==> src/rtl/bcd_entry.sv <==
// ============================================================================
//  Module      : bcd_entry
//  Description : Two-digit BCD keypad entry with a synchronized pushbutton and
//                range check; the result is held until the consumer acknowledges it.
//  Revision    : 1.0  initial release
// ============================================================================
`default_nettype none

module bcd_entry #(
    parameter int MAX_VALUE = 15
) (
    input  logic       clk,
    input  logic       rst,
    input  logic [3:0] digit_in,
    input  logic       enter,
    input  logic       clear,
    input  logic       ack,
    output logic [3:0] value,
    output logic       valid,
    output logic [3:0] tens_dgt,
    output logic [3:0] ones_dgt,
    output logic       error,
    output logic [1:0] state
);

    localparam logic [3:0] c_MAX_TENS = 4'(MAX_VALUE / 10);
    localparam logic [4:0] c_MAX_SUM  = 5'(MAX_VALUE);

    typedef enum logic [1:0] {
        GET_TENS = 2'd0,
        GET_ONES = 2'd1,
        HOLD     = 2'd2
    } state_t;

    state_t     state_q, state_d;
    logic [3:0] value_q, value_d;
    logic [3:0] tens_q, tens_d;
    logic [3:0] ones_q, ones_d;
    logic       valid_q, valid_d;
    logic       error_q, error_d;
    logic       sync1_q, sync1_d;
    logic       sync2_q, sync2_d;
    logic       sync3_q, sync3_d;
    logic       started_q, started_d;
    logic       armed_q, armed_d;

    logic       w_enter_ev;
    logic [4:0] w_sum;

    // armed only after the synchronized button has been seen low since reset,
    // so a button held through reset cannot fire an event on release.
    assign w_enter_ev = sync2_q & ~sync3_q & armed_q;
    assign w_sum      = 5'(tens_q) * 5'd10 + 5'(digit_in);

    always_comb begin
        sync1_d   = enter;
        sync2_d   = sync1_q;
        sync3_d   = sync2_q;
        started_d = 1'b1;
        armed_d   = armed_q | (started_q & ~sync1_q);

        state_d = state_q;
        value_d = value_q;
        tens_d  = tens_q;
        ones_d  = ones_q;
        valid_d = valid_q;
        error_d = error_q;

        if (clear) begin
            state_d = GET_TENS;
            tens_d  = 4'd0;
            ones_d  = 4'd0;
            error_d = 1'b0;
            valid_d = 1'b0;
        end else begin
            case (state_q)
                GET_TENS: begin
                    if (w_enter_ev) begin
                        if (digit_in <= c_MAX_TENS) begin
                            tens_d  = digit_in;
                            ones_d  = 4'd0;
                            error_d = 1'b0;
                            state_d = GET_ONES;
                        end else begin
                            error_d = 1'b1;
                        end
                    end
                end
                GET_ONES: begin
                    if (w_enter_ev) begin
                        if ((digit_in <= 4'd9) && (w_sum <= c_MAX_SUM)) begin
                            ones_d  = digit_in;
                            value_d = w_sum[3:0];
                            valid_d = 1'b1;
                            error_d = 1'b0;
                            state_d = HOLD;
                        end else begin
                            error_d = 1'b1;
                        end
                    end
                end
                HOLD: begin
                    if (ack) begin
                        valid_d = 1'b0;
                        state_d = GET_TENS;
                    end
                end
                default: begin
                    state_d = GET_TENS;
                end
            endcase
        end
    end

    always_ff @(posedge clk) begin
        if (rst) begin
            state_q   <= GET_TENS;
            value_q   <= 4'd0;
            tens_q    <= 4'd0;
            ones_q    <= 4'd0;
            valid_q   <= 1'b0;
            error_q   <= 1'b0;
            sync1_q   <= 1'b0;
            sync2_q   <= 1'b0;
            sync3_q   <= 1'b0;
            started_q <= 1'b0;
            armed_q   <= 1'b0;
        end else begin
            state_q   <= state_d;
            value_q   <= value_d;
            tens_q    <= tens_d;
            ones_q    <= ones_d;
            valid_q   <= valid_d;
            error_q   <= error_d;
            sync1_q   <= sync1_d;
            sync2_q   <= sync2_d;
            sync3_q   <= sync3_d;
            started_q <= started_d;
            armed_q   <= armed_d;
        end
    end

    assign value    = value_q;
    assign valid    = valid_q;
    assign tens_dgt = tens_q;
    assign ones_dgt = ones_q;
    assign error    = error_q;
    assign state    = state_q;

endmodule

`default_nettype wire

==> config.mk <==
export PLATFORM = sky130hd
export DESIGN_NAME = bcd_entry
export DESIGN_NICKNAME = d
export VERILOG_FILES = /design/src/rtl/bcd_entry.sv
export SDC_FILE = /design/constraint.sdc
export NUM_CORES = 1
export LEC_CHECK = 0
export CAP_MARGIN = 20
export CORE_MARGIN = 4
export CORE_UTILIZATION = 35
export CTS_CLUSTER_DIAMETER = 200
export DETAILED_ROUTE_END_ITERATION = 8
export SYNTH_ARGS = -nofsm -noshare
export SYNTH_HDL_FRONTEND = slang
export SYNTH_SLANG_ARGS = --single-unit
==> constraint.sdc <==
create_clock -name clk -period 3.2 [get_ports clk]
set_input_delay 0.64 -clock clk [delete_from_list [all_inputs] [get_ports clk]]
set_output_delay 0.64 -clock clk [all_outputs]
set_load 0.01 [all_outputs]
==> impl_metrics.py <==
metrics = {
    "power": {
        "switchingPower_uw": 99.16,
        "p_total_uw": 424.8,
        "p_leak_nw": 0.4654,
        "comb_power_share_pct": 6.6,
        "p_int_uw": 325.6,
        "pwr-share-seq_pct": 62.6,
        "vdd_drop_max_v": 0.0002260,
        "clockPowerShare_pct": 30.8,
        "power_density_nw_per_um2": 353.3,
        "sw_frac_of_total_pct": 23.34,
    },
    "sta": {
        "finClkSkew_ns": 0.007613,
        "setup_viol": 0,
        "finalCritPeriodShare_pct": 76.82,
        "maxSlewViolCount": 0,
        "period_minus_slack_ns": 2.458,
        "tns_ns": 0,
        "grt_setup_unrepaired": "false",
        "slew_headroom_pct": 74.15,
        "clock.fmax_mhz": 406.8,
        "report.final.hold_viol_count": 0,
        "tightestPinTransition_ns": 0.3870,
    },
    "global_route": {
        "grt_use_total_pct": 12.31,
        "grt-ovfl-total": 0,
        "antenna_found_initial": 0,
        "grt_pass1_wl_um": 3229,
        "grt_pass1_vias": 744,
        "grt_max_degree": 13,
    },
    "setup_path": {
        "timing.rr.start": "tens_dgt[0]$_SDFFE_PP0P_",
        "critPathLaunchType": "input pin",
        "required_ns": 3.40,
        "crit_slowest_cell": "a2111o_1",
        "path_cells": "clkdlybuf4s50_1 > ha_1 > a21oi_1 > nand3_1 > a2111o_1 > mux2i_1 > nor2_1",
        "worst-path-max-fanout": 5,
        "crit_type": "input pin to flip-flop",
        "setup.worst_path.start": "digit_in[3]",
        "arrival_ns": 2.66,
        "critPathMaxStageDelay_ns": 0.56,
        "path_buf_inv": 1,
        "path_delay_family": "compound AO/OA/AOI/OAI gates",
        "end_kind": "flip-flop",
    },
    "placement": {
        "dp_cells": 145,
        "place.gp.congestion": 0.7333,
        "place_hpwl_um": 1484,
        "port_buffers": 24,
    },
    "cts": {
        "cts_tree": "done",
        "htree_levels": 1,
        "cts_sinks": 21,
        "path_clk_slew_ns": 0.12,
        "cts_setup_buffers": 0,
        "clock_latency_ns": 0.31,
        "ctsHoldBuffers": 0,
        "cts_made_buffers": 3,
        "clock_path_buffers": 2,
        "cts_root_buf": "clkbuf_4",
        "cts-resized-gates": 0,
    },
    "hold_path": {
        "hold_start": "sync1_q$_SDFF_PP0_",
        "min_path_type": "flip-flop to flip-flop",
    },
    "final_layout": {
        "final_nets": 134,
        "multi_input_area_um2": 461.7,
        "antenna_cells": 0,
        "final_cells": 149,
        "num-fill-cells": 258,
        "syn_to_final_growth_pct": 31.82,
        "drive_above_1_share_pct": 5.882,
        "register_area_um2": 420.4,
    },
    "job": {
        "max-cap-violations": 0,
    },
    "yosys": {
        "synthFlopType": "dfxtp_1",
        "yosys_register_bits": 21,
        "netlist_area_um2": 912.1,
        "synth_nets": 109,
        "seq_area_frac_synth_pct": 46.09,
        "synth_area_per_cell_um2": 9.601,
        "async_flop_share_pct": 0,
        "synthDistinctLibCells": 28,
        "synthCells": 95,
        "yosys_warnings": 0,
        "synth_edf_count": 0,
    },
    "detailed_routing": {
        "first_pass_iters": 2,
        "first_iter_violations": 14,
        "vias": 755,
        "wl_per_cell_um": 12.83,
        "wl_um": 1911,
        "ant_nets": 0,
        "remaining_drc_errors": 0,
        "vias_per_cell": 5.067,
    },
    "floorplanning": {
        "fp.dieArea_um2": 3487,
        "core_region_area_um2": 2477,
        "io_pins": 25,
        "rows": 18,
        "die_x_um": 59.05,
        "die_h_um": 59.05,
        "initial_core_util_pct": 36.82,
    },
    "outcome": {
        "status": "finished, final reports clean",
    },
}
## layout make-up
class                           instances  share of cell area, %
Clock inverter                          1                 0.4162
Sequential cell                        21                  34.96
Timing Repair Buffer                   24                  19.98
Inverter                                4                  1.249
Clock buffer                            3                  1.873
Multi-Input combinational cell         66                  38.40
Tap cell                               30                  3.122
## placed cells by master, fill, tap and decap left out, types with 3 or more instances in the layout
cell	instances
a21oi_1	7
a32oi_1	3
and2_1	3
clkbuf_4	3
clkdlybuf4s50_1	24
dfxtp_1	21
ha_1	4
inv_1	4
mux2i_1	5
nand2_1	5
nand3_1	5
nor2_1	12
## per-layer routing
metal  track usage (%)  part of all wire (%)  routed length [um]  vias to the layer above
met5                 0                     0                   0                        -
met4             6.796                   2.0                  38                        0
met3             3.050                   6.2                 118                        5
met2             18.45                    46                 884                       17
met1             16.13                    45                 869                      350
li1                  -                     -                   -                      383
## power groups by stage
stage                     registers, mW  logic (mW)  clock network [mW]
after CTS                         0.266      0.0284               0.134
final                             0.266      0.0280               0.131
after floorplan                   0.271      0.0128                   0
after global placement            0.272      0.0282                   0
after global routing              0.266      0.0315               0.147
after detailed placement          0.272      0.0282                   0
## logic make-up after synthesis
kind of cell,Yosys count,synth area share [%]
AND/OR/NAND/NOR,34,18.38
flip-flops,21,46.09
AO/OA/AOI/OAI,20,15.64
buffers and inverters,8,3.291
multiplexers,5,5.487
adder cells (fa/ha/maj),5,7.682
XOR/XNOR,2,3.429
## final timing paths
kind	end	slack, ns	depth (start not counted)
hold / removal	sync2_q$_SDFF_PP0_	0.44	2
setup reg to reg	value[1]$_SDFFE_PP0P_	0.92	7
setup / recovery	value[1]$_SDFFE_PP0P_	0.74	7
hold reg to reg	sync2_q$_SDFF_PP0_	0.44	2
## worst register-to-register path: cells and delay by family, from the launching register on
family	cells	cell delay, ns
multiplexers	1	0.19
adder cells (fa/ha/maj)	2	0.62
AND/OR/NAND/NOR	2	0.24
flip-flops	1	0.37
AO/OA/AOI/OAI	2	0.76
## Yosys cell counts (2+ instances only)
| master | number | area share, % |
|---|---|---|
| ha_1 | 4 | 5.5 |
| a32oi_1 | 3 | 2.9 |
| inv_1 | 4 | 1.6 |
| a21o_1 | 2 | 1.6 |
| or2_2 | 2 | 1.4 |
| mux2i_1 | 5 | 5.5 |
| nand2b_1 | 2 | 1.4 |
| clkbuf_1 | 4 | 1.6 |
| nor2_1 | 12 | 4.9 |
| dfxtp_1 | 21 | 46 |
| and2_1 | 3 | 2.1 |
| nand3_1 | 5 | 2.7 |
| nand2_1 | 5 | 2.1 |
| a31oi_1 | 2 | 1.4 |
| a21oi_1 | 7 | 3.8 |
| nor2b_1 | 2 | 1.4 |
## sequential cells by signal (all words and copies together), names as in the netlist, 2 cells and up
name      cells
ones_dgt      4
tens_dgt      4
state         2
value         4
## metrics by stage
step | util (%) | setup WS (ns) | hold slack, ns | area [um^2]
after floorplan | - | 1.041 | 0.4100 | 912.1
after global placement | 47.42 | 0.4614 | 0.4299 | 1175
after detailed placement | 47.42 | 0.4241 | 0.4380 | 1175
after CTS | 48.54 | 0.7466 | 0.4563 | 1202
after global routing | 48.54 | 0.6447 | 0.4678 | 1202
final | 48.54 | 0.7417 | 0.4389 | 1202
Power figures use the tool's default switching activity.
